<file path="config.mk">
export PLATFORM = sky130hd
export DESIGN_NAME = toggle_pulse_debouncer
export DESIGN_NICKNAME = d
export VERILOG_FILES = /design/src/rtl/toggle_pulse_debouncer_pkg.sv /design/src/rtl/toggle_pulse_debouncer_bit_sync.sv /design/src/rtl/toggle_pulse_debouncer.sv
export SDC_FILE = /design/constraint.sdc
export NUM_CORES = 1
export LEC_CHECK = 0
export ABC_CLOCK_PERIOD_IN_PS = 2000
export CAP_MARGIN = 40
export CORE_AREA = 3 3 42 44
export DETAILED_ROUTE_END_ITERATION = 7
export DIE_AREA = 0 0 45 47
export PLACE_DENSITY = 0.72
export RECOVER_POWER = 50
export SYNTH_ARGS = -nofsm -noshare
export SYNTH_HDL_FRONTEND = slang
export SYNTH_SLANG_ARGS = --single-unit
</file>
<file path="constraint.sdc">
create_clock -name clk -period 2 [get_ports clk]
set_input_delay 0.4 -clock clk [delete_from_list [all_inputs] [get_ports clk]]
set_output_delay 0.4 -clock clk [all_outputs]
set_load 0.05 [all_outputs]
</file>
<file path="src/rtl/toggle_pulse_debouncer_pkg.sv">
// Shared constants for the toggle pulse debouncer: FSM state encoding and
// default timing parameters.
package toggle_pkg;

  // Debounce FSM states: stable-low, arming-high, stable-high, arming-low.
  localparam logic [1:0] IDLE     = 2'd0;
  localparam logic [1:0] ARM_HIGH = 2'd1;
  localparam logic [1:0] HELD     = 2'd2;
  localparam logic [1:0] ARM_LOW  = 2'd3;

  localparam int SYNC_STAGES_DEFAULT     = 2;
  localparam int DEBOUNCE_CYCLES_DEFAULT = 4;

endpackage

</file>
<file path="src/rtl/toggle_pulse_debouncer_bit_sync.sv">
// Multi-flop synchroniser bringing an asynchronous single-bit input into the
// clk domain. Every stage clears to 0 on reset.
module bit_sync #(
  parameter int STAGES = 2
) (
  input  logic clk,
  input  logic rst,
  input  logic i_d,
  output logic o_q
);

  logic [STAGES-1:0] r_chain;

  // Shift the raw input through the flop chain; oldest sample at the top bit.
  always_ff @(posedge clk) begin
    // NOTE: non-blocking assignments make every stage take its neighbour's old
    // value, so the chain really is STAGES flops deep rather than one.
    if (rst) begin
      r_chain <= '0;
    end else begin
      r_chain <= {r_chain[STAGES-2:0], i_d};
    end
  end

  assign o_q = r_chain[STAGES-1];

endmodule

</file>
<file path="src/rtl/toggle_pulse_debouncer.sv">
// Push-button front end for a T flip-flop: synchronises a bouncy button,
// debounces it with a 4-state FSM, and emits one single-cycle t_out pulse per
// accepted press. Also exports the debounced level and a wrapping press count.
module toggle_pulse_debouncer
  import toggle_pkg::*;
#(
  parameter int SYNC_STAGES     = SYNC_STAGES_DEFAULT,
  parameter int DEBOUNCE_CYCLES = DEBOUNCE_CYCLES_DEFAULT,
  parameter int PCNT_W          = 8
) (
  input  logic              clk,
  input  logic              rst,
  input  logic              btn_in,
  input  logic              en,
  output logic              t_out,
  output logic              btn_level,
  output logic [PCNT_W-1:0] press_cnt
);

  localparam int CNT_W = $clog2(DEBOUNCE_CYCLES + 1);
  localparam logic [CNT_W-1:0]  CNT_ONE   = CNT_W'(1);
  localparam logic [CNT_W-1:0]  CNT_LAST  = CNT_W'(DEBOUNCE_CYCLES - 1);
  localparam logic [PCNT_W-1:0] PCNT_ONE  = PCNT_W'(1);

  logic              w_sync_btn;
  logic [1:0]        w_state_nxt;
  logic [CNT_W-1:0]  w_cnt_nxt;
  logic              w_accept;

  logic [1:0]        r_state;
  logic [CNT_W-1:0]  r_cnt;
  logic              r_t_out;
  logic              r_btn_level;
  logic [PCNT_W-1:0] r_press_cnt;

  bit_sync #(
    .STAGES (SYNC_STAGES)
  ) u_bit_sync (
    .clk (clk),
    .rst (rst),
    .i_d (btn_in),
    .o_q (w_sync_btn)
  );

  // Next-state and debounce-count logic; w_accept flags the press-accept edge.
  always_comb begin
    // NOTE: every output gets a default before the case, so no path leaves a
    // signal unassigned and no latch is inferred.
    w_state_nxt = r_state;
    w_cnt_nxt   = '0;
    w_accept    = 1'b0;
    case (r_state)
      IDLE: begin
        if (w_sync_btn) begin
          w_state_nxt = ARM_HIGH;
          w_cnt_nxt   = CNT_ONE;
        end
      end
      ARM_HIGH: begin
        if (!w_sync_btn) begin
          w_state_nxt = IDLE;
        end else if (r_cnt == CNT_LAST) begin
          w_state_nxt = HELD;
          w_accept    = 1'b1;
        end else begin
          w_cnt_nxt = r_cnt + CNT_ONE;
        end
      end
      HELD: begin
        if (!w_sync_btn) begin
          w_state_nxt = ARM_LOW;
          w_cnt_nxt   = CNT_ONE;
        end
      end
      ARM_LOW: begin
        if (w_sync_btn) begin
          w_state_nxt = HELD;
        end else if (r_cnt == CNT_LAST) begin
          w_state_nxt = IDLE;
        end else begin
          w_cnt_nxt = r_cnt + CNT_ONE;
        end
      end
      default: begin
        w_state_nxt = IDLE;
      end
    endcase
  end

  // FSM state and debounce counter registers.
  always_ff @(posedge clk) begin
    if (rst) begin
      r_state <= IDLE;
      r_cnt   <= '0;
    end else begin
      r_state <= w_state_nxt;
      r_cnt   <= w_cnt_nxt;
    end
  end

  // Output registers: toggle pulse gated by en, debounced level, press count.
  always_ff @(posedge clk) begin
    if (rst) begin
      r_t_out     <= 1'b0;
      r_btn_level <= 1'b0;
      r_press_cnt <= '0;
    end else begin
      r_t_out     <= w_accept & en;
      r_btn_level <= (w_state_nxt == HELD) || (w_state_nxt == ARM_LOW);
      if (w_accept) begin
        r_press_cnt <= r_press_cnt + PCNT_ONE;
      end
    end
  end

  assign t_out     = r_t_out;
  assign btn_level = r_btn_level;
  assign press_cnt = r_press_cnt;

endmodule
</file>
* Word-level counts from Yosys, hierarchy flattened
Cells that the tools add are included.
Cells by class: reductions and logical operators 2, eq/ne operators 6, mux-type cells 16, bitwise logic cells 1, add/sub/neg operators 2
Operator list (count):
- $mux W2 | 6
- $pmux W3 S4 | 1
- $mux W3 | 3
- $add A8 B1 Y8 const B | 1
- $eq A2 B2 Y1 const B | 4
- $pmux W2 S4 | 1
- $mux W1 | 5
- $add A3 B1 Y3 const B | 1
- $eq A3 B2 Y1 const B | 1
- $eq A2 B1 Y1 const B | 1
- $logic_not A2 Y1 | 1
- $and A1 B1 Y1 | 1
- $logic_or A1 B1 Y1 | 1
Storage, ports and cells: register bits 17, input bits 4, logic and storage cells 33, output and inout port bits 10

* Longest topological paths before layout
word-level depth 6, gate-level depth with buffers 4, mapped depth without buffers 4

* By module
A second synthesis with hierarchy kept.
Unflattened totals: cells, all modules 68, area, all modules 674.4 um^2
By module, submodules not included:
- toggle_pulse_debouncer | instances 1, area an instance 621.8 um^2, cells an instance 64, seq. area each 280.3 um^2
- bit_sync | instances 1, area an instance 52.6 um^2, cells an instance 4, seq. area each 40.0 um^2

* Least setup slack after synthesis
Ideal clock, no wire load.
kind reg-to-reg, from register r_press_cnt[0] (netlist: press_cnt[0]), to register r_press_cnt[4] (netlist: press_cnt[4]), clock period less this slack 1.686 ns, data required time 1.929 ns, slack 0.314 ns, setup time 0.071 ns, arrival time 1.616 ns, cell stages (with the launch flop) 5, buffers on the path 0, cell sequence dfxtp_1 ha_1 nand3b_1 or4_1 a21oi_1
Between the ends: cells in the longest elaborated chain, start to end 1
RTL lines:
- start: declaration | line toggle_pulse_debouncer.sv:34 | logic [PCNT_W-1:0] r_press_cnt;
- start signal: assignment | line toggle_pulse_debouncer.sv:111 | r_press_cnt <= r_press_cnt + PCNT_ONE;
- $add A8 B1 Y8 | line toggle_pulse_debouncer.sv:111
Every way passes these cells. A chain may end at the register's enable or synchronous reset.

* Final worst setup path
from register r_press_cnt[4] (netlist: press_cnt[4]), to output press_cnt[4]
RTL lines:
- end: declaration | line toggle_pulse_debouncer.sv:17 | output logic [PCNT_W-1:0] press_cnt
No word-level cell between the ends.

==> results.cfg <==
[synth]
syn_avg_cell_area_um2 = 10.4
synthesis.nets = 70
seq_area_frac_synth_pct = 48.3
yosys_warnings = 0
syn_inst = 64
yosys_register_bits = 16
ys_types = 26
synth.cell_area_um2 = 663

[critical_path]
critPathMaxStageDelay_ns = 0.83
crit_type = reg2out
crit_path_end_kind = output pin
cp.arrival_ns = 1.52
critPathTopFamily = buffers and inverters
path_max_fanout = 6
cp.required_ns = 1.60
slowest_stage = clkdlybuf4s50_1
worstPathCellList = clkdlybuf4s50_1
cp_num_buf_inv = 1
startpoint_type = flip-flop

[sta]
fmax_ghz = 0.520
rsz0062_at_grt = false
hold_ws_ns = 0.449
finalSetupViolations = 0
slew_viol_final = 0
relSlewSlack_pct = 60.9
worstMarginPinSlew_ns = 0.589
hold_viol = 0
fin_setup_tns_ns = 0
finalCriticalPeriod_ns = 1.92
fin_crit_sh_pct = 96.2
fin_skew_ns = 0.00447

[clocking]
cts_buffers = 3
clk_pin_slew_ns = 0.08
postCtsSetupBuffers = 0
cts.hold.buffers_added = 0
cts_max_level = 1
clockBufferDepth = 2
cts_tree = yes
clk_latency_ns = 0.29
cts.sinks = 16
cts-root-buf = clkbuf_4

[drt]
vias_per_cell = 5.76
drt-pass1-iter-count = 2
antenna_left = 0
vias = 553
wl_per_cell_um = 12.4
drc_errors = 0
drt_wl_total_mm = 1.19
drt-initial-drc-count = 15

[power_and_ir_drop]
swShare_pct = 20.6
switchingPower_mw = 0.103
internal-power_mw = 0.399
power.share.combinational_pct = 3.0
power_mw = 0.502
cellPowerDensity_nw_per_um2 = 605
seq_power_share_pct = 64.5
clkPwrFrac_pct = 32.4
ir_worst_vdd_mv = 0.390
power.leakage_nw = 0.338

[floorplan]
rows = 14
die_w_um = 45
start_util_pct = 45.1
dieArea_um2 = 2120
coreArea_um2 = 1470
die_y_um = 47
ioPinCount = 14

[placed_design]
dp_hpwl_um = 895
gp_congestion = 0.720
io_buffer_count = 13

[global_routing]
grt_pass1_wl_mm = 2.08
grt-ovfl-total = 0
grt_usage_pct = 13.6
antenna_found_initial = 0
grt_pass1_vias = 498
grt_max_degree = 10

[final_layout]
n_antenna_cell = 0
drive_above_1_share_pct = 7.50
syn_to_final_growth_pct = 25.1
final_nets = 88
num-fill-cells = 145

[outcome]
status = finished clean

[job]
cap_violations = 0

[worst_hold_path]
hold_class = reg2reg
## cell families after synthesis
logic type	synth area share, %
compound gates	14.7
xor+xnor	1.32
fa+ha+maj	3.77
buf+inv	1.13
flops	48.3
mux	1.51
simple gates	29.2
## synth_stat cells
library cell | n | area (um^2)
nor4b_1 | 1 | 8.76
nor2_1 | 2 | 7.51
nor2b_1 | 2 | 12.5
nand2_1 | 1 | 3.75
o21ai_0 | 4 | 20.0
and3_2 | 1 | 7.51
ha_1 | 2 | 25.0
a211oi_1 | 1 | 7.51
nand3b_1 | 1 | 7.51
and3b_2 | 1 | 10.0
or3_1 | 3 | 18.8
nand4b_4 | 1 | 23.8
nand4b_1 | 2 | 17.5
dfxtp_1 | 16 | 320
nand2b_1 | 1 | 6.26
nor3_1 | 1 | 5.00
and4b_2 | 1 | 11.3
or4_1 | 4 | 30.0
mux2i_1 | 1 | 10.0
xnor2_1 | 1 | 8.76
a21oi_1 | 8 | 40.0
inv_1 | 1 | 3.75
clkbuf_1 | 1 | 3.75
nand3b_2 | 1 | 11.3
o31ai_1 | 4 | 30.0
nand4_1 | 2 | 12.5
## sequential cells by signal, indices dropped and copies added, names as in the netlist
register / count
r_state: 2
u_bit_sync.r_chain: 2
press_cnt: 8
r_cnt: 3
t_out: 1
## through the flow
stage                     setup WS (ns)  std cells  instance area [um^2]  utilization, %
after floorplan                   0.314         64                   663               -
after global placement            0.380         93                   815            55.4
after detailed placement          0.355         93                   815            55.4
after CTS                        0.0313         96                   837            56.9
after global routing             0.0104         96                   830            56.4
final                            0.0756         96                   830            56.4
## timing repair
item                                   in CTS  in global routing
gates resized for setup                     0                  2
endpoints found under the hold margin       0                  0
setup endpoints to repair                   0                  2
## layout make-up
type	instances	area [um^2]	share of cell area, %
Sequential cell	16	320	38.6
Inverter	1	3.75	0.452
Timing Repair Buffer	14	133	16.0
Clock buffer	3	22.5	2.71
Multi-Input combinational cell	46	330	39.8
Tap cell	16	20.0	2.41
## layer usage
| layer | track usage (%) | share of wire [%] | vias to the layer above |
|---|---|---|---|
| li1 | - | - | 280 |
| met1 | 16.4 | 46 | 258 |
| met2 | 21.8 | 47 | 12 |
| met3 | 6.90 | 7.1 | 3 |
| met4 | 3.51 | 0.59 | 0 |
| met5 | 0 | 0 | - |
## power groups by stage
stage | Sequential [mW] | Clock (mW) | Combinational (mW)
after floorplan | 0.331 | 0 | 0.00651
after global placement | 0.332 | 0 | 0.0162
after detailed placement | 0.332 | 0 | 0.0164
after CTS | 0.324 | 0.172 | 0.0164
after global routing | 0.324 | 0.180 | 0.0165
final | 0.324 | 0.163 | 0.0151
## path summary, 6_finish.rpt
kind,from,to,slack (ns),depth (start not counted)
max,press_cnt[4],press_cnt[4],0.08,1
min,u_bit_sync.r_chain[0],u_bit_sync.r_chain[1],0.45,1
max reg2reg,r_cnt[0],press_cnt[6],0.43,4
min reg2reg,u_bit_sync.r_chain[0],u_bit_sync.r_chain[1],0.45,1
## layout by cell type, fill, tap and decap left out, drive strengths merged, types with 3 or more instances in the layout
master         count
o31ai              4
clkdlybuf4s50      9
or4                4
dfxtp             16
or3                3
o21ai              4
clkbuf             5
nand4b             3
a21oi              8
Power figures use the tool's default switching activity.
